## config.mk

```make
export PLATFORM = sky130hd
export DESIGN_NAME = mem_responder
export DESIGN_NICKNAME = d
export VERILOG_FILES = /design/src/rtl/mem_responder.sv
export SDC_FILE = /design/constraint.sdc
export NUM_CORES = 1
export LEC_CHECK = 0
export CORE_MARGIN = 1.5
export CORE_UTILIZATION = 42
export CTS_BUF_LIST = sky130_fd_sc_hd__clkbuf_4
export DETAILED_ROUTE_END_ITERATION = 12
export GPL_TIMING_DRIVEN = 0
export PLACE_DENSITY = 0.58
export SLEW_MARGIN = 10
export SYNTH_ARGS = -nofsm -noshare
export SYNTH_HDL_FRONTEND = slang
export SYNTH_SLANG_ARGS = --single-unit
```

## constraint.sdc

```tcl
create_clock -name clk -period 3 [get_ports clk]
set_clock_uncertainty 0.1 [all_clocks]
set_input_delay 0.45 -clock clk [delete_from_list [all_inputs] [get_ports clk]]
set_output_delay 0.45 -clock clk [all_outputs]
set_load 0.02 [all_outputs]
```

## src/rtl/mem_responder.sv

```systemverilog
// Memory-side responder for the adding-machine bus. It serves rd_mem/wr_mem requests
// from an internal word array, adds programmable wait states, and has a preload port.
module mem_responder #(
  parameter int ADDR_W      = 6,
  parameter int DATA_W      = 8,
  parameter int WAIT_STATES = 1
) (
  input  logic              clk,
  input  logic              reset,
  input  logic              rd_mem,
  input  logic              wr_mem,
  input  logic [ADDR_W-1:0] adr,
  input  logic [DATA_W-1:0] data_in,
  output logic [DATA_W-1:0] data_out,
  output logic              mem_ready,
  output logic              mem_busy,
  output logic              mem_err,
  input  logic              pl_en,
  input  logic [ADDR_W-1:0] pl_adr,
  input  logic [DATA_W-1:0] pl_data
);

  localparam int DEPTH = 1 << ADDR_W;
  localparam logic [3:0] CNT_INIT = (WAIT_STATES > 0) ? 4'(WAIT_STATES - 1) : 4'd0;

  typedef enum logic [1:0] {S_IDLE, S_WAIT, S_RESP} state_t;

  state_t state, state_nx;
  logic [3:0]        cnt;
  logic              lat_wr;
  logic [ADDR_W-1:0] lat_adr;
  logic [DATA_W-1:0] lat_data;
  logic [DATA_W-1:0] mem [DEPTH];

  logic              accept;
  logic              err_set;
  logic              commit;
  logic              commit_wr;
  logic [ADDR_W-1:0] commit_adr;
  logic [DATA_W-1:0] commit_data;
  logic              mem_we;
  logic [ADDR_W-1:0] mem_wa;
  logic [DATA_W-1:0] mem_wd;

  // With zero wait states the access commits straight from the live request inputs.
  always_comb begin
    state_nx    = state;
    accept      = 1'b0;
    err_set     = 1'b0;
    commit      = 1'b0;
    commit_wr   = lat_wr;
    commit_adr  = lat_adr;
    commit_data = lat_data;
    mem_we      = 1'b0;
    mem_wa      = pl_adr;
    mem_wd      = pl_data;
    case (state)
      S_IDLE: begin
        if (pl_en) begin
          mem_we = 1'b1;
        end else if (rd_mem && wr_mem) begin
          err_set = 1'b1;
        end else if (rd_mem || wr_mem) begin
          accept = 1'b1;
          if (WAIT_STATES == 0) begin
            state_nx    = S_RESP;
            commit      = 1'b1;
            commit_wr   = wr_mem;
            commit_adr  = adr;
            commit_data = data_in;
          end else begin
            state_nx = S_WAIT;
          end
        end
      end
      S_WAIT: begin
        if (cnt == 4'd0) begin
          state_nx = S_RESP;
          commit   = 1'b1;
        end
      end
      S_RESP:  state_nx = S_IDLE;
      default: state_nx = S_IDLE;
    endcase
    if (commit && commit_wr) begin
      mem_we = 1'b1;
      mem_wa = commit_adr;
      mem_wd = commit_data;
    end
  end

  always_ff @(posedge clk) begin
    if (reset) begin
      state    <= S_IDLE;
      cnt      <= 4'd0;
      data_out <= '0;
      mem_err  <= 1'b0;
      lat_wr   <= 1'b0;
      lat_adr  <= '0;
      lat_data <= '0;
    end else begin
      state   <= state_nx;
      mem_err <= err_set;
      if (accept) begin
        lat_wr   <= wr_mem;
        lat_adr  <= adr;
        lat_data <= data_in;
        cnt      <= CNT_INIT;
      end else if (state == S_WAIT && cnt != 4'd0) begin
        cnt <= cnt - 4'd1;
      end
      if (commit && !commit_wr) data_out <= mem[commit_adr];
    end
  end

  // Array contents survive reset; reset only blocks writes in its own cycle.
  always_ff @(posedge clk) begin
    if (!reset && mem_we) mem[mem_wa] <= mem_wd;
  end

  assign mem_ready = (state == S_RESP);
  assign mem_busy  = (state != S_IDLE);

endmodule

```

==> summary.txt, run 1 <==
Grt ovf = 0
Synth Flop Type = edfxtp_1
Layout fillers = 4,198
Post-synthesis instance total = 1,133
Fin util = 51.1%
Pwr dens = 601 mW/mm²
Failing checks = setup timing
H-tree levels = 4
GP Congestion = 0.866
Max VDD drop = 314 µV
WP data required = 3490 ps
Worst slew margin = 32.7%
Tmin final = 3070 ps
Via count = 11,600
Final period util = 102%
Final Max Tran Viols = 0
Fmax = 326 MHz
Unique cell type count in the Yosys netlist = 41
Number of synthesized flops with an enable pin = 512
Tightest Pin Transition = 985 ps
RR Startpoint = commit_adr[3]$_SDFFE_PP0P_
Mapped cell area = 0.0215 mm²
Flop-to-flop setup slack = -70 ps
Worst reg2reg path depth = 6
# IOs = 44
Max-Cap Viols = 0
Remaining antenna violation count = 0
Lkg Pwr = 8.06 nW
Asr flop ratio synth = 0%
Share of post-route cells with drive strength above 1 = 36.8%
Buffers on Ports = 42
Die height = 229 µm
Crit path launch type = flop
TritonCTS buffer count = 138
DP Worst Slack = -635 ps
CTS tree = yes
Area Overhead vs Synth = 19.6%
Drt via density = 5.47
Number of placement rows = 82
Syn nets = 1,169
RSZ-0062 raised after global routing = yes
Register clock-pin slew on the reported worst setup and hold paths = 60 ps
#FFs+latches synth = 542
Synth Warn # = 0
Setup Viol. Count Final = 45
Sink Count = 542
Clk_lat worst skew = 950 ps
Die Area = 0.0525 mm²
Max clock buf depth = 3
CP Capture Type = flop
CP max FO = 10
Area of the multi-input gates = 0.00573 mm²
Dpl hpwl = 31.9 mm
Sequential share of the synthesized area = 74.4%
DRC Markers = 0
DRT Pass-1 Iters = 5
Number of global-route vias before repair = 12,000
Setup Crit Path Kind = reg2reg
Drt wl/cell = 24.3 µm
Global-route wire length before repair = 75.5 mm
Initial antenna violation count = 3
Final hold vios = 0
Worst Hold Slack = 289 ps
Core Region = 0.0503 mm²
WL final = 51.6 mm
Initial Util = 42.7%
Final net count = 1,390
Initial DRC count = 962
HP Class = in2reg
Critical path startpoint = commit_adr[3]$_SDFFE_PP0P_
Critical path arrival = 3560 ps
Largest net degree at the start of global routing = 65
Final worst setup slack = -71.6 ps
Outcome = finished with violations
Root buffer cell = clkbuf_4
Die X = 229 µm
Crit Reg-Reg Endpoint = mem[42][4]$_DFFE_PP_
Syn Area/Cell = 18.9 µm²
Worst setup endpoint = mem[42][4]$_DFFE_PP_
Register Area = 0.0160 mm²
Global Route Usage Sum = 20.0%
## worst min path at each step
stage / startpoint / endpoint / cells after the start
4_1_cts: pl_en / state[0]$_SDFFE_PP0P_ / 4
6_report: pl_en / state[0]$_SDFFE_PP0P_ / 4
3_5_place_dp: commit_data[3]$_SDFFE_PP0P_ / commit_data[3]$_SDFFE_PP0P_ / 2
2_1_floorplan: commit_data[0]$_SDFFE_PP0P_ / commit_data[0]$_SDFFE_PP0P_ / 2
3_3_place_gp: commit_data[7]$_SDFFE_PP0P_ / commit_data[7]$_SDFFE_PP0P_ / 2
5_1_grt: pl_en / state[0]$_SDFFE_PP0P_ / 4
## Yosys cell counts (all sizes together) (11+ instances only)
library cell  number  area share (%)
nor2              96             1.7
nand2b            14            0.41
nand2             56            0.98
clkbuf            16            0.28
inv               12            0.21
mux2              67             3.5
mux2i             40             1.9
edfxtp           512              72
o221ai            11            0.45
a21oi             19            0.44
nor3              12            0.28
o22ai             25            0.73
buf               45             1.3
nor2b             14            0.41
dfxtp             30             2.8
mux4             102              11
## cell type report
class                      instances  area share (%)
antenna                            3          0.0292
timing repair buffer              82            3.90
buffer                            60            1.40
clock inverter                    32           0.585
clock buffer                     207            6.05
tap                              672            3.28
inverter                          14           0.205
sequential                       542            62.2
multi-input combinational        516            22.3
## worst max-delay path, stage by stage, from the launching register on
cell and delay (ps):
dfxtp_1 520, buf_2 410, clkdlybuf4s18_2 570, nand2_1 90
mux2i_1 260, nand2_2 350, nor2_4 420
## cells by family (layout without fill, tap and decap cells)
logic type               Yosys count  after routing  synth area share (%)
other                              0              3                     0
AND/OR/NAND/NOR                  217            217                  4.52
multiplexers                     209            209                  16.2
buffers and inverters             75            395                  1.85
XOR/XNOR                           3              3                 0.122
adder cells (fa/ha/maj)            3              3                 0.175
flip-flops                       542            542                  74.4
AO/OA/AOI/OAI                     84             84                  2.73
## power breakdown
part	switching, mW	internal [mW]
Clock	2.87	3.22
Sequential	0.0169	8.32
Combinational	0.620	0.383
Total	3.50	11.9
## sequential cells by signal (all words and copies together), names as in the netlist
register	cells
commit_wr	1
cnt	4
commit_adr	6
mem	512
state	2
data_out	8
mem_err	1
commit_data	8
## cell usage in the layout (no fill, tap or decap), drive strengths merged, types with 7 or more instances in the layout
master           n
edfxtp         512
clkbuf         223
mux4           102
nor2            96
mux2            67
buf             65
nand2           56
clkdlybuf4s50   42
mux2i           40
dfxtp           30
clkinv          27
o22ai           25
a21oi           19
dlygate4sd3     17
inv             17
nor2b           14
nand2b          14
nor3            12
o221ai          11
a2111oi         10
a211oi           9
nor4             8
a221oi           7
## timing repair
item,4_1_cts,5_1_grt
hold endpoints to repair,17,0
setup endpoints to repair,775,515
pin swaps,3,22
cloned,0,0
buffers inserted,3,19
resized for setup,123,52
hold buffers,17,0
## routing by layer
metal	global-route usage, %	vias up	share of wire [%]
met4	8.63	2	2.6
li1	-	5121	-
met2	30.6	407	47
met1	26.4	6032	43
met3	6.29	87	7.2
met5	0	-	0.017
## per-stage QoR
stage               instances  instance area, µm²  TNS (ps)  total power, mW
floorplan                1133               21500         0             9.06
global placement         1847               22700   -270970             9.42
detailed placement       1848               22800   -241690             9.43
CTS                      2107               25100    -50940             15.6
global route             2128               25700    -36180             16.0
finish                   2128               25700      -969             15.4
Note: power is estimated with default switching activity, not from simulation.
==> inputs of run 2 (changes only) <==
Settings changed: SETUP_SLACK_MARGIN set to 0.1.
==> run 2 against run 1 <==
The flow now finishes without violations; sequential share of layout area is 0.65 points lower; sequential cell count did not move; non-clock buffer count grew 12; critical path depth increased by 1; clock-buffer cell count unchanged; worst hold slack gained 14 ps; total power rose by 0.17%; core utilization up 0.54 points; die area is the same; final cell count grew 0.56%.
==> summary.txt, run 2 (synthesis gave the netlist of run 1 again) <==
Outcome = finished clean (was finished with violations)
Remaining antenna violation count = 0 (unchanged)
Grt ovf = 0 (unchanged)
# IOs = 44 (unchanged)
H-tree levels = 4 (unchanged)
Final hold vios = 0 (unchanged)
Final period util = 98.1% (was 102%)
WL final = 51.9 mm (was 51.6 mm)
Global Route Usage Sum = 20.2% (was 20.0%)
Initial Util = 42.7% (unchanged)
Worst path slowest cell = a2111oi_0 (was clkdlybuf4s18_2)
Die height = 229 µm (unchanged)
DRT Pass-1 Iters = 6 (was 5)
CP Capture Type = flop (unchanged)
Global-route wire length before repair = 76.4 mm (was 75.5 mm)
Share of post-route cells with drive strength above 1 = 37.7% (was 36.8%)
Die Area = 0.0525 mm² (unchanged)
Largest register by flop count = mem (unchanged)
Max clock buf depth = 3 (unchanged)
Fmax = 340 MHz (was 326 MHz)
CTS tree = yes (unchanged)
Tmin final = 2940 ps (was 3070 ps)
CP max FO = 10 (unchanged)
Commonest non-fill, non-tap cell in the layout = edfxtp_1 (unchanged)
Dpl hpwl = 31.9 mm (unchanged)
Max-Cap Viols = 0 (unchanged)
Setup Crit Path Kind = reg2reg (unchanged)
Final Max Tran Viols = 0 (unchanged)
Final total power = 15.5 mW (was 15.4 mW)
GP Congestion = 0.866 (unchanged)
Largest net degree at the start of global routing = 65 (unchanged)
Final net count = 1,402 (was 1,390)
Via count = 11,700 (was 11,600)
Tightest Pin Transition = 1160 ps (was 985 ps)
Area Overhead vs Synth = 20.9% (was 19.6%)
TritonCTS buffer count = 138 (unchanged)
Root buffer cell = clkbuf_4 (unchanged)
Drt wl/cell = 24.2 µm (was 24.3 µm)
WP data required = 3770 ps (was 3490 ps)
Sink Count = 542 (unchanged)
DRC Markers = 0 (unchanged)
Cell family with most CP delay = compound AO/OA/AOI/OAI gates (was buffers and inverters)
Setup Viol. Count Final = 0 (was 45)
Initial antenna violation count = 3 (unchanged)
Buffers on Ports = 42 (unchanged)
Drt via density = 5.47 (about the same)
Max VDD drop = 309 µV (was 314 µV)
Worst slew margin = 20.6% (was 32.7%)
Die X = 229 µm (unchanged)
Max reg flops = 512 (unchanged)
Placed Cells = 1,848 (unchanged)
CP Cell Sequence = buf_6 -> buf_4 -> buf_2 -> mux2i_1 -> a2111oi_0 -> nor4_2 -> o221ai_1 (was buf_2 -> clkdlybuf4s18_2 -> nand2_1 -> mux2i_1 -> nand2_2 -> nor2_4)
RSZ-0062 raised after global routing = no (was yes)
Largest stage delay, worst path = 1040 ps (was 570 ps)
Number of global-route vias before repair = 12,100 (was 12,000)
Core Region = 0.0503 mm² (unchanged)
Register clock-pin slew on the reported worst setup and hold paths = 70 ps (was 60 ps)
Critical path buffers and inverters = 3 (was 2)
Crit path launch type = flop (unchanged)
Non-Filler Instances = 2,140 (was 2,128)
HP Class = in2reg (unchanged)
Number of placement rows = 82 (unchanged)
Pwr dens = 596 mW/mm² (was 601 mW/mm²)
Initial DRC count = 939 (was 962)
Clk_lat worst skew = 940 ps (was 950 ps)
Lkg Pwr = 8.20 nW (was 8.06 nW)
Commonest cells after routing, fill and taps aside = edfxtp_1 (512), clkbuf_4 (209), mux4_2 (97) (was edfxtp_1 (512), clkbuf_4 (207), mux4_2 (97))
Critical path arrival = 3710 ps (was 3560 ps)
==> run 2: cell types whose count changed in the layout (fill, tap and decap cells not counted), moves of 3 or more <==
cell,delta
a2111oi_1,+3
buf_4,+7
nand2_2,-6
a2111oi_0,-3
buf_12,+8
nand2_4,+6
==> run 2: final cells by class <==
class / instances / area, µm²
fillers: 4156 / 24300
flip-flops and latches: 542 / 16000
multi-input cells: 516 / 5800
clock buffers: 207 / 1550
repair buffers: 94 / 1190
well taps: 672 / 841
plain buffers: 60 / 368
clock inverters: 32 / 150
inverters: 14 / 52.6
diodes: 3 / 7.51
==> run 2: worst min-delay path, delay by kind of cell <==
family          cells  cell delay, ps
simple gates        2             150
buf+inv             1             540
compound gates      1             140
==> run 2: stage by stage <==
step	util (%)	setup WS [ps]	instance area, µm²	setup TNS [ps]	hold WS, ps
floorplan	-	376	21500	0	334
global placement	45.2	-591	22700	-270970	340
detailed placement	45.3	-635	22800	-241690	347
CTS	50.8	-228	25600	-4500	183
global route	51.6	65.8	25900	0	296
finish	51.6	58.1	25900	0	303
==> run 2: report_power, final <==
part	leakage [nW]	switching, mW	total (mW)	internal, mW
registers	4.85	0.0170	8.33	8.32
clock network	1.03	2.88	6.10	3.22
logic	2.33	0.628	1.02	0.391
total	8.20	3.52	15.5	11.9
==> run 2: routing by layer <==
metal | share of wire, % | wire (µm) | track usage [%] | vias to the layer above
met5 | 0 | 0 | 0 | -
met2 | 47 | 24500 | 31.0 | 442
met3 | 7.2 | 3710 | 5.69 | 96
met4 | 2.8 | 1450 | 8.96 | 0
met1 | 43 | 22200 | 27.0 | 6034
li1 | - | - | - | 5132
==> run 2: path summary, 6_finish.rpt <==
check                                                   end                        start  slack [ps]  depth (start not counted)
worst max-delay path               data_out[0]$_SDFFE_PP0P_   commit_adr[2]$_SDFFE_PP0P_          60                          7
worst min-delay path                  state[0]$_SDFFE_PP0P_                        pl_en         300                          4
worst max register to register     data_out[0]$_SDFFE_PP0P_   commit_adr[2]$_SDFFE_PP0P_          60                          7
worst min register to register  commit_data[1]$_SDFFE_PP0P_  commit_data[1]$_SDFFE_PP0P_         350                          2
==> run 2: timing repair <==
action                                  4_1_cts  5_1_grt
hold buffers                                 17        0
setup buffers                                19       15
endpoints found under the setup margin      776      718
gates resized for setup                     167       32
pin swaps                                    26       20
endpoints found under the hold margin        17        0
==> inputs of run 3 (changes only) <==
Settings changed: MAX_ROUTING_LAYER set to met4, SLEW_MARGIN 10 to 30.
==> run 3 against run 2 <==
Non-clock buffer count shrank 7; routed wire length down 1.2%; via count shrank 1.1%; register-to-register slack better by 90 ps; maximum frequency rose by 3.2%; design area is 0.50% lower; combinational power is essentially flat; largest power group unchanged.
==> summary.txt, run 3 (synthesis gave the netlist of run 1 again) <==
Outcome = finished clean (unchanged)
Drt wl/cell = 24.2 µm (about the same)
CTS tree = yes (unchanged)
Buffers on Ports = 42 (unchanged)
Crit path launch type = flop (unchanged)
Fmax = 351 MHz (was 340 MHz)
HP Class = in2reg (unchanged)
Hold buffers post-CTS = 0 (was 17)
Register clock-pin slew on the reported worst setup and hold paths = 70 ps (about the same)
DRT Pass-1 Iters = 7 (was 6)
Initial Util = 42.7% (unchanged)
Pwr dens = 586 mW/mm² (was 596 mW/mm²)
Number of global-route vias before repair = 12,100 (about the same)
Sequential share of power = 55.1% (was 53.9%)
Die X = 229 µm (unchanged)
Largest net degree at the start of global routing = 65 (unchanged)
Max clock buf depth = 3 (unchanged)
Placed Cells = 1,848 (unchanged)
Lkg Pwr = 8.14 nW (was 8.20 nW)
TritonCTS buffer count = 137 (was 138)
Tmin final = 2850 ps (was 2940 ps)
WL final = 51.3 mm (was 51.9 mm)
DRC Markers = 0 (unchanged)
CP Capture Type = flop (unchanged)
Dpl hpwl = 31.8 mm (was 31.9 mm)
H-tree levels = 4 (unchanged)
Max reg flops = 512 (unchanged)
Final hold vios = 0 (unchanged)
Net switching fraction of the power = 22.5% (was 22.8%)
CP max FO = 10 (unchanged)
Grt met1 use = 27.3% (was 27.0%)
Final period util = 95.0% (was 98.1%)
Worst slew margin = 29.6% (was 20.6%)
Gr busiest metal = met2 (unchanged)
Critical path arrival = 3520 ps (was 3710 ps)
NetSw = 3.40 mW (was 3.52 mW)
Number of placement rows = 82 (unchanged)
WP data required = 3670 ps (was 3770 ps)
Worst Hold Slack = 76.3 ps (was 303 ps)
Combinational Power Share = 6.6% (about the same)
Worst path slowest cell = a2111oi_0 (unchanged)
Grt ovf = 0 (unchanged)
Global-route wire length before repair = 76.6 mm (was 76.4 mm)
Global Route Usage Sum = 20.6% (was 20.2%)
Initial antenna violation count = 1 (was 3)
Met3 GRT Util = 4.57% (was 5.69%)
Tightest Pin Transition = 1030 ps (was 1160 ps)
GP Congestion = 0.880 (was 0.866)
Die Area = 0.0525 mm² (unchanged)
Final Max Tran Viols = 0 (unchanged)
Flop-to-flop setup slack = 150 ps (was 60 ps)
Clock group share of total power = 38.2% (was 39.5%)
Remaining antenna violation count = 0 (unchanged)
Final total power = 15.1 mW (was 15.5 mW)
CP Cell Sequence = buf_6 -> buf_4 -> buf_2 -> mux2i_1 -> a2111oi_0 -> nor4_2 -> o221ai_1 (unchanged)
Setup Crit Path Kind = reg2reg (unchanged)
Core Region = 0.0503 mm² (unchanged)
Max-Cap Viols = 0 (unchanged)
Drt via density = 5.47 (about the same)
Int Power = 11.7 mW (was 11.9 mW)
Commonest cells after routing, fill and taps aside = edfxtp_1 (512), clkbuf_4 (197), mux4_2 (97) (was edfxtp_1 (512), clkbuf_4 (209), mux4_2 (97))
Clk_lat worst skew = 840 ps (was 940 ps)
Layout fillers = 4,158 (was 4,156)
Setup Viol. Count Final = 0 (unchanged)
Via count = 11,600 (was 11,700)
Fin util = 51.3% (was 51.6%)
Commonest non-fill, non-tap cell in the layout = edfxtp_1 (unchanged)
Share of post-route cells with drive strength above 1 = 38.3% (was 37.7%)
# IOs = 44 (unchanged)
Sink Count = 542 (unchanged)
Final net count = 1,394 (was 1,402)
Largest stage delay, worst path = 930 ps (was 1040 ps)
Met2 GRT Util = 31.2% (was 31.0%)
Die height = 229 µm (unchanged)
Non-Filler Instances = 2,115 (was 2,140)
RSZ-0062 raised after global routing = no (unchanged)
Root buffer cell = clkbuf_4 (unchanged)
Largest register by flop count = mem (unchanged)
Max VDD drop = 261 µV (was 309 µV)
Initial DRC count = 933 (was 939)
Area Overhead vs Synth = 20.3% (was 20.9%)
[run 3: changes by cell type in the layout (fill, tap and decap cells not counted), moves of 2 or more]
cell	before	now
buf_12	27	31
buf_4	17	22
clkbuf_4	209	197
clkinv_1	27	23
diode_2	3	1
dlygate4sd3_1	17	0
mux2i_1	36	34
nand2_2	2	0
nand2_4	12	14
[run 3: repair_timing]
action | in CTS | in global routing
endpoints found under the setup margin | 519 | 502
setup buffers | 36 | 8
resized for setup | 173 | 21
pin swaps | 29 | 10
[run 3: cell type report]
| type | instances | area [µm²] | share of cell area, % |
|---|---|---|---|
| Antenna cell | 1 | 2.50 | 0.00969 |
| Buffer | 60 | 362 | 1.40 |
| Clock buffer | 194 | 1460 | 5.64 |
| Clock inverter | 29 | 139 | 0.538 |
| Inverter | 14 | 52.6 | 0.204 |
| Multi-Input combinational cell | 516 | 5840 | 22.6 |
| Sequential cell | 542 | 16000 | 61.9 |
| Tap cell | 672 | 841 | 3.26 |
| Timing Repair Buffer | 87 | 1150 | 4.44 |
[run 3: metal layers]
layer | part of all wire [%] | wire length, µm | vias up
met5 | 0 | 0 | -
met4 | 2.6 | 1340 | 0
met3 | 6.9 | 3520 | 88
met2 | 47 | 24200 | 445
met1 | 43 | 22200 | 5947
li1 | - | - | 5096
[run 3: final timing paths]
path,from,to,cells after the start
worst max register to register,commit_adr[2]$_SDFFE_PP0P_,data_out[6]$_SDFFE_PP0P_,7
worst max-delay path,commit_adr[2]$_SDFFE_PP0P_,data_out[6]$_SDFFE_PP0P_,7
worst min-delay path,data_in[1],commit_data[1]$_SDFFE_PP0P_,3
worst min register to register,commit_data[7]$_SDFFE_PP0P_,commit_data[7]$_SDFFE_PP0P_,2
[run 3: power groups by stage]
| stage | Combinational (mW) | Clock [mW] | Sequential, mW |
|---|---|---|---|
| floorplan | 0.558 | 0 | 8.50 |
| detailed placement | 0.933 | 0 | 8.50 |
| global placement | 0.919 | 0 | 8.50 |
| finish | 1.00 | 5.78 | 8.34 |
| global route | 1.07 | 6.30 | 8.33 |
| CTS | 0.996 | 5.95 | 8.34 |
[run 3: worst max-delay path, delay by kind of cell (launching register included)]
| family | cells | cell delay [ps] |
|---|---|---|
| flops | 1 | 330 |
| simple gates | 1 | 160 |
| mux | 1 | 140 |
| buf+inv | 3 | 870 |
| compound gates | 2 | 1160 |
[run 3: stage by stage]
stage	instance area (µm²)	setup WS (ps)	TNS [ps]
after global routing	25800	93.8	0
after global placement	22700	-591	-270970
after detailed placement	22800	-633	-178600
final	25800	149	0
after floorplan	21500	376	0
after CTS	25600	102	0
